<file path="src/rtl/bk_nibble_serial_adder_if.sv">
// Operand/result handshake bundle for bk_nibble_serial_adder.
// The producer/consumer side uses master; the adder uses slave.
`timescale 1ns/1ps
interface bk_nibble_serial_adder_if #(
  parameter int NIBBLES = 4
);
  localparam int W = 4 * NIBBLES;

  logic         in_valid;
  logic         in_ready;
  logic [W-1:0] in_a;
  logic [W-1:0] in_b;
  logic         in_cin;
  logic         out_valid;
  logic         out_ready;
  logic [W-1:0] out_sum;
  logic         out_cout;

  modport master (
    output in_valid, in_a, in_b, in_cin, out_ready,
    input  in_ready, out_valid, out_sum, out_cout
  );

  modport slave (
    input  in_valid, in_a, in_b, in_cin, out_ready,
    output in_ready, out_valid, out_sum, out_cout
  );
endinterface

</file>
<file path="src/rtl/bk_nibble_serial_adder.sv">
// Nibble-serial wide adder: one 4-bit Brent-Kung add per cycle, carry registered between nibbles.
// Optional macro BK_ACCUM_EN turns the B operand into an internal accumulator with an acc_clr input.
`timescale 1ns/1ps
module bk_nibble_serial_adder #(
  parameter int NIBBLES = 4
) (
  input  logic                      clk,
  input  logic                      rst,
`ifdef BK_ACCUM_EN
  input  logic                      acc_clr,
`endif
  bk_nibble_serial_adder_if.slave   bus,
  output logic                      busy
);
  localparam int W     = 4 * NIBBLES;
  localparam int IDX_W = (NIBBLES > 1) ? $clog2(NIBBLES) : 1;

  typedef enum logic [1:0] {IDLE, RUN, DONE} state_t;

  state_t           state_q, state_d;
  logic [IDX_W-1:0] idx_q;
  logic             carry_q;
  logic [W-1:0]     a_q;
  logic [W-1:0]     b_op;
  logic [W-1:0]     sum_q;
  logic             cout_q;
  logic [3:0]       nib_a, nib_b;
  logic [4:0]       nib_sum;
  logic             accept, hand_off, last_nib;

  // 4-bit Brent-Kung prefix adder with carry-in; returns {cout, sum[3:0]}.
  function automatic logic [4:0] bk_add4(input logic [3:0] a, input logic [3:0] b,
                                         input logic cin);
    logic [3:0] g, p;
    logic       g10, p10, g32, p32, g30, p30, g20, p20;
    logic [4:0] c;
    g   = a & b;
    p   = a ^ b;
    g10 = g[1] | (p[1] & g[0]);
    p10 = p[1] & p[0];
    g32 = g[3] | (p[3] & g[2]);
    p32 = p[3] & p[2];
    g30 = g32 | (p32 & g10);
    p30 = p32 & p10;
    g20 = g[2] | (p[2] & g10);
    p20 = p[2] & p10;
    c[0] = cin;
    c[1] = g[0] | (p[0] & cin);
    c[2] = g10 | (p10 & cin);
    c[3] = g20 | (p20 & cin);
    c[4] = g30 | (p30 & cin);
    return {c[4], p ^ c[3:0]};
  endfunction

`ifdef BK_ACCUM_EN
  logic [W-1:0] acc_q;
  logic         unused_in_b;
  assign unused_in_b = ^bus.in_b;
  assign b_op        = acc_q;
  // A clear request wins over an operand in the same cycle, so do not advertise ready.
  assign bus.in_ready = (state_q == IDLE) && !acc_clr;

  always_ff @(posedge clk or posedge rst) begin
    if (rst)
      acc_q <= '0;
    else if (acc_clr && (state_q == IDLE))
      acc_q <= '0;
    else if (hand_off)
      acc_q <= sum_q;
  end
`else
  logic [W-1:0] b_q;
  assign b_op         = b_q;
  assign bus.in_ready = (state_q == IDLE);
`endif

  assign accept        = bus.in_valid && bus.in_ready;
  assign hand_off      = bus.out_valid && bus.out_ready;
  assign last_nib      = (idx_q == IDX_W'(NIBBLES - 1));
  assign bus.out_valid = (state_q == DONE);
  assign bus.out_sum   = sum_q;
  assign bus.out_cout  = cout_q;
  assign busy          = (state_q != IDLE);

  always_comb begin
    nib_a = '0;
    nib_b = '0;
    for (int i = 0; i < NIBBLES; i++) begin
      if (idx_q == IDX_W'(i)) begin
        nib_a = a_q[4*i +: 4];
        nib_b = b_op[4*i +: 4];
      end
    end
  end

  assign nib_sum = bk_add4(nib_a, nib_b, carry_q);

  always_comb begin
    state_d = state_q;
    unique case (state_q)
      IDLE:    if (accept)   state_d = RUN;
      RUN:     if (last_nib) state_d = DONE;
      DONE:    if (hand_off) state_d = IDLE;
      default:               state_d = IDLE;
    endcase
  end

  // Capture on acceptance, then fold in one nibble per cycle; DONE and IDLE hold the result.
  always_ff @(posedge clk or posedge rst) begin
    if (rst) begin
      state_q <= IDLE;
      idx_q   <= '0;
      carry_q <= 1'b0;
      a_q     <= '0;
`ifndef BK_ACCUM_EN
      b_q     <= '0;
`endif
      sum_q   <= '0;
      cout_q  <= 1'b0;
    end else begin
      state_q <= state_d;
      case (state_q)
        IDLE: begin
          if (accept) begin
            a_q     <= bus.in_a;
`ifndef BK_ACCUM_EN
            b_q     <= bus.in_b;
`endif
            carry_q <= bus.in_cin;
            idx_q   <= '0;
            sum_q   <= '0;
            cout_q  <= 1'b0;
          end
        end
        RUN: begin
          for (int i = 0; i < NIBBLES; i++) begin
            if (idx_q == IDX_W'(i)) sum_q[4*i +: 4] <= nib_sum[3:0];
          end
          carry_q <= nib_sum[4];
          idx_q   <= idx_q + 1'b1;
          if (last_nib) cout_q <= nib_sum[4];
        end
        default: ;
      endcase
    end
  end
endmodule
</file>
<file path="src/flat_wrapper.sv">
// flat-port wrapper written by rule: the top's interface ports become plain ports
module bk_nibble_serial_adder_flat 
#(
  parameter int NIBBLES = 4
)
  (clk, rst, busy, bus_in_valid, bus_in_a, bus_in_b, bus_in_cin, bus_out_ready, bus_in_ready, bus_out_valid, bus_out_sum, bus_out_cout);
  bk_nibble_serial_adder_if #(.NIBBLES(NIBBLES)) bus_i ();
  input  logic clk;
  input  logic rst;
  output logic busy;
  input wire logic [$bits(bus_i.in_valid)-1:0] bus_in_valid;
  input wire logic [$bits(bus_i.in_a)-1:0] bus_in_a;
  input wire logic [$bits(bus_i.in_b)-1:0] bus_in_b;
  input wire logic [$bits(bus_i.in_cin)-1:0] bus_in_cin;
  input wire logic [$bits(bus_i.out_ready)-1:0] bus_out_ready;
  output wire logic [$bits(bus_i.in_ready)-1:0] bus_in_ready;
  output wire logic [$bits(bus_i.out_valid)-1:0] bus_out_valid;
  output wire logic [$bits(bus_i.out_sum)-1:0] bus_out_sum;
  output wire logic [$bits(bus_i.out_cout)-1:0] bus_out_cout;
  assign bus_i.in_valid = bus_in_valid;
  assign bus_i.in_a = bus_in_a;
  assign bus_i.in_b = bus_in_b;
  assign bus_i.in_cin = bus_in_cin;
  assign bus_i.out_ready = bus_out_ready;
  assign bus_in_ready = bus_i.in_ready;
  assign bus_out_valid = bus_i.out_valid;
  assign bus_out_sum = bus_i.out_sum;
  assign bus_out_cout = bus_i.out_cout;
  bk_nibble_serial_adder #(.NIBBLES(NIBBLES)) u_core (.clk(clk), .rst(rst), .bus(bus_i), .busy(busy));
endmodule
</file>
<file path="config.mk">
export PLATFORM = sky130hd
export DESIGN_NAME = bk_nibble_serial_adder_flat
export DESIGN_NICKNAME = d
export VERILOG_FILES = /design/src/rtl/bk_nibble_serial_adder_if.sv /design/src/rtl/bk_nibble_serial_adder.sv /design/src/flat_wrapper.sv
export SDC_FILE = /design/constraint.sdc
export NUM_CORES = 1
export LEC_CHECK = 0
export ABC_AREA = 1
export CAP_MARGIN = 20
export CELL_PAD_IN_SITES_DETAIL_PLACEMENT = 1
export CELL_PAD_IN_SITES_GLOBAL_PLACEMENT = 2
export CORE_MARGIN = 4
export CORE_UTILIZATION = 26
export CTS_BUF_LIST = sky130_fd_sc_hd__clkbuf_16
export CTS_CLUSTER_DIAMETER = 150
export CTS_CLUSTER_SIZE = 40
export DETAILED_ROUTE_END_ITERATION = 10
export PLACE_DENSITY_LB_ADDON = 0.05
export SLEW_MARGIN = 15
export SYNTH_ARGS = -nofsm -noshare
export SYNTH_HDL_FRONTEND = slang
export SYNTH_SLANG_ARGS = --single-unit
</file>
<file path="constraint.sdc">
create_clock -name clk -period 2.4 [get_ports clk]
set_input_delay 0.36 -clock clk [delete_from_list [all_inputs] [get_ports clk]]
set_output_delay 0.36 -clock clk [all_outputs]
set_load 0.01 [all_outputs]
</file>
# After elaboration in Yosys (flattened, before gate mapping)
# Cells that the tools add are included.
[word_totals]
word_cells = 83
inputBits = 37
reg_bits = 54
out_inout_bits = 20
[classes]
n_reduce_logical = 13
addsub = 1
bitwise = 23
mux = 25
eq_ne = 11
[ops]
columns = ["cell", "count"]
rows = [
  ["$mux W4", 12],
  ["$pmux W16 S2", 1],
  ["$mux W16", 1],
  ["$reduce_and A3 Y1", 5],
  ["$and A1 B1 Y1", 12],
  ["$mux W2", 4],
  ["$ne A2 B1 Y1 const B", 4],
  ["$or A1 B1 Y1", 8],
  ["$xor A4 B4 Y4", 2],
  ["$eq A2 B2 Y1 const B", 3],
  ["$pmux W2 S3", 1],
  ["$and A4 B4 Y4", 1],
  ["$eq A2 B1 Y1 const B", 2],
  ["$logic_not A2 Y1", 2],
  ["$ne A2 B2 Y1 const B", 2],
  ["$pmux W1 S2", 2],
  ["$pmux W2 S2", 1],
  ["$reduce_and A2 Y1", 2],
  ["$reduce_bool A2 Y1", 2],
  ["$mux W1", 3],
  ["$add A2 B1 Y2 const B", 1],
  ["$logic_and A1 B1 Y1", 2],
]

# Logic depth before layout (Yosys ltp)
[logic_depth]
ltp_word = 14
mapped_depth = 19
depth_no_buf = 19

# Worst setup path before layout
# Ideal clock, no wire load.
[synth_timing]
kind = "reg2reg"
from = "reg u_core.idx_q[1]"
to = "reg u_core.carry_q"
n_path_buf = 1
required_ns = 2.284
setup_time_ns = 0.116
path_slack_ns = 0.120
period_less_slack_ns = 2.280
arrival_ns = 2.163
stages_incl_launch_ff = 20
cell_sequence = "dfrtp_1 inv_1 ha_1 buf_2 nor2_2 inv_1 o21ai_0 o21ai_0 a21oi_1 ha_1 nand2_1 inv_1 nand2_1 nand2_1 nand2_1 nand2_1 nand2_1 nand2_1 nand2_1 nand2_1"
[synth_between]
elab_chain_cells = 12
[synth_lines]
columns = ["item", "line", "source"]
rows = [
  ["start, declared", "bk_nibble_serial_adder.sv:21", "logic [IDX_W-1:0] idx_q;"],
  ["start signal, assigned", "bk_nibble_serial_adder.sv:140", "idx_q <= idx_q + 1'b1;"],
  ["$logic_not A2 Y1", "bk_nibble_serial_adder.sv:89", "if (idx_q == IDX_W'(i)) begin"],
  ["$mux W4 (4 in series)", "bk_nibble_serial_adder.sv:89", ""],
  ["$xor A4 B4 Y4 / $and A4 B4 Y4 (equally long branches)", "bk_nibble_serial_adder.sv:38, bk_nibble_serial_adder.sv:37", ""],
  ["$and A1 B1 Y1", "bk_nibble_serial_adder.sv:39", "g10 = g[1] | (p[1] & g[0]);"],
  ["$or A1 B1 Y1", "bk_nibble_serial_adder.sv:39", ""],
  ["$and A1 B1 Y1", "bk_nibble_serial_adder.sv:43", "g30 = g32 | (p32 & g10);"],
  ["$or A1 B1 Y1", "bk_nibble_serial_adder.sv:43", ""],
  ["$or A1 B1 Y1 *", "bk_nibble_serial_adder.sv:51", "c[4] = g30 | (p30 & cin);"],
  ["$pmux W1 S2 *", "bk_nibble_serial_adder.sv:122", "case (state_q)"],
  ["end signal, assigned", "bk_nibble_serial_adder.sv:129", "carry_q <= bus.in_cin;"],
  ["end signal, assigned", "bk_nibble_serial_adder.sv:139", "carry_q <= nib_sum[4];"],
  ["end, declared", "bk_nibble_serial_adder.sv:22", "logic carry_q;"],
]
# Every way passes the cells marked *; elsewhere a longest branch is shown, timed or not.
# A chain may end at the register's enable or synchronous reset.

# Final worst setup path
[layout_timing]
from = "reg u_core.idx_q[1]"
to = "reg u_core.sum_q[8] (netlist: u_core.bus.out_sum[8])"
[layout_between]
elab_chain_cells = 9
[layout_lines]
columns = ["item", "line", "source"]
rows = [
  ["$logic_not A2 Y1", "bk_nibble_serial_adder.sv:89", ""],
  ["$mux W4 (4 in series)", "bk_nibble_serial_adder.sv:89", ""],
  ["$xor A4 B4 Y4", "bk_nibble_serial_adder.sv:38", "p = a ^ b;"],
  ["$xor A4 B4 Y4", "bk_nibble_serial_adder.sv:52", "return {c[4], p ^ c[3:0]};"],
  ["$mux W4", "bk_nibble_serial_adder.sv:137", "if (idx_q == IDX_W'(i)) sum_q[4*i +: 4] <= nib_sum[3:0];"],
  ["$pmux W16 S2", "bk_nibble_serial_adder.sv:122", ""],
  ["end signal, assigned by index", "bk_nibble_serial_adder.sv:137", ""],
  ["end, declared", "bk_nibble_serial_adder.sv:25", "logic [W-1:0] sum_q;"],
]
# Several ways; a longest one is shown, not always the timed one. The select of a mux whose other input is x is not followed.

==> flow_summary.toml <==
[floorplan]
start_util_pct = 26.9
dieHeight_um = 109
num_rows = 36
fp.dieArea_um2 = 11900
ios = 57
coreArea_um2 = 9860
die_w_um = 109

[status]
outcome = "finished, final reports clean"

[logic_synthesis]
syn_avg_cell_area_um2 = 8.29
ys_warn_count = 0
ys_types = 27
synth_area_leaders = "dfrtp_1 51%, nand2_1 20%, o21ai_0 5.1%, ha_1 3.8%, inv_1 3.7%"
syn-cell-area_um2 = 2650
synth-seq-cells = 54
syn_nets = 366
netlist_instances = 320
yosysSeqAreaShare_pct = 50.9
synth.top_cell.area_share_pct = 50.9
synth_top_cell_by_area = "dfrtp_1"

[detailed_routing]
drt_wl_total_mm = 7.16
drtIter0Drc = 38
via_count = 2265
firstDrtPassIters = 4
vias_per_cell = 4.26
drc = 0
ant_nets = 0
wl_per_cell_um = 13.5

[layout]
areaGrowthSynthToFinish_pct = 43.9
layout.cells.non_filler = 532
final_nets = 444
layout-drive-gt1-share_pct = 22.1
n_antenna_cell = 0
final_util_pct = 38.7
design_area_um2 = 3820

[critical_path]
crit_arrival_ns = 2.57
required_ns = 2.63
startpoint_type = "flip-flop"
crit_type = "flip-flop to flip-flop"
critPathCaptureType = "flip-flop"
r2r_slack_ns = 0.07
path_max_fanout = 5

[cts]
insertion_delay_ns = 0.29
cts-root-buf = "clkbuf_16"
clock_sinks = 54
cts_hold_buf = 0
cts_buffer_depth = 2
cts_buffers = 5
cts_max_level = 2
path_clk_slew_ns = 0.07
cts_tree = "built"

[grt]
grt_max_degree = 34
antenna_found_initial = 0
track_usage_pct = 12.8
grt_pass1_vias = 2431
grt_first_pass_wirelength_mm = 12.0
grt_remaining_overflow = 0

[sta]
finClkSkew_ns = 0.00581
min_period_over_period_pct = 97.3
setup_violations = 0
whs_ns = 0.424
relSlewSlack_pct = 66.3
fin_crit_ns = 2.33
max_slew.worst_pin.slew_ns = 0.505
finalSetupTns_ns = 0
finalHoldViolations = 0
rsz0062_at_grt = "true"
slew_viol_final = 0
fmax_ghz = 0.428

[placed_design]
dp_hpwl_mm = 5.56
gp_congestion = 0.711
dp_cells = 519
place_area_um2 = 3470
port-buffer-count = 56

[power_and_ir_drop]
leakage_nw = 1.84
p_per_area_nw_per_um2 = 1580
vdd_ir_drop_max_uv = 514

[job]
cap_violations = 0

[worst_hold_path]
hold_class = "input pin to async pin"
## power breakdown
| group | switching [mW] | internal [mW] | leakage (nW) |
|---|---|---|---|
| clock | 0.328 | 0.382 | 0.0689 |
| combinational | 2.08 | 1.65 | 1.09 |
| sequential | 0.258 | 1.33 | 0.681 |
## logic make-up after synthesis
| family | count (synthesis) | share of synthesized area (%) |
|---|---|---|
| xor gates and xnor gates | 1 | 0.330 |
| adders and majority gates | 9 | 4.53 |
| DFF | 54 | 50.9 |
| buffers and inverters | 42 | 7.50 |
| and+or+nand+nor | 163 | 25.3 |
| AOI/OAI and AO/OA | 51 | 11.4 |
## placed cells by master (no fill, tap or decap), types with 6 or more instances in the layout
master and n:
nand2_1 127, clkdlybuf4s50_1 56, dfrtp_1 54, buf_4 21, inv_1 18, o21ai_0 12
o21ai_2 11, inv_2 10, nand2_2 10, o21ai_1 10, nor2_1 10, a21oi_1 6
## flip-flops by register name, summed over array words and instances, names as in the netlist
register and count:
u_core.carry_q 1, u_core.bus.out_cout 1, u_core.bus.out_sum 16, u_core.a_q 16, u_core.idx_q 2, u_core.state_q 2
u_core.b_op 16
## routing by layer
metal | wire length, um | track usage (%)
met1 | 3210 | 16.7
met2 | 3640 | 22.1
met3 | 250 | 2.25
met4 | 60 | 2.98
met5 | 0 | 0
## metrics by stage
stage               power, mW  setup slack, ns
global route             6.61          -0.0869
global placement         4.67           -0.131
finish                   6.03           0.0660
CTS                      5.64          0.00567
detailed placement       4.73           -0.247
floorplan                3.47            0.120
## worst paths after layout
kind	from	endpoint	cells past startpoint
setup / recovery	u_core.idx_q[1]	u_core.bus.out_sum[8]	14
hold / removal	rst	u_core.bus.out_sum[5]	2
setup reg to reg	u_core.idx_q[1]	u_core.bus.out_sum[8]	14
hold reg to reg	u_core.bus.out_sum[9]	u_core.bus.out_sum[9]	2
max in group asynchronous	rst	u_core.b_op[8]	3
min in group clk	u_core.bus.out_sum[9]	u_core.bus.out_sum[9]	2
## Yosys cell counts (all sizes together)
library cell and n:
nand2 142, dfrtp 54, clkbuf 1, nor2 12, fa 1, ha 8, nand3 3, o21ai 36
xnor2 1, nand4 5, buf 9, o211ai 3, nand3b 1, inv 32, o31ai 1, a21oi 11
## repair_timing
action | 4_1_cts | 5_1_grt
pin swaps | 8 | 21
setup endpoints to repair | 18 | 18
gates resized for setup | 22 | 43
setup buffers | 2 | 3
## critical path, cell delays in order (launching register included)
cell and delay [ns]:
dfrtp_1 0.41, buf_4 0.15, ha_4 0.17, buf_4 0.14, a21oi_2 0.11, o21ai_2 0.07, o21ai_2 0.07, a21oi_2 0.08
buf_4 0.14, fa_2 0.56, inv_2 0.03, nor2_1 0.08, buf_4 0.15, nand2_1 0.06, nand2_1 0.06
## area by class of cell
cell class	instances	area (um2)
fill	1179	6050
sequential	54	1350
multi-input combinational	224	1250
timing repair buffer	81	772
tap	133	166
inverter	32	133
clock buffer	5	125
clock inverter	3	16.3
Power figures use the tool's default switching activity.
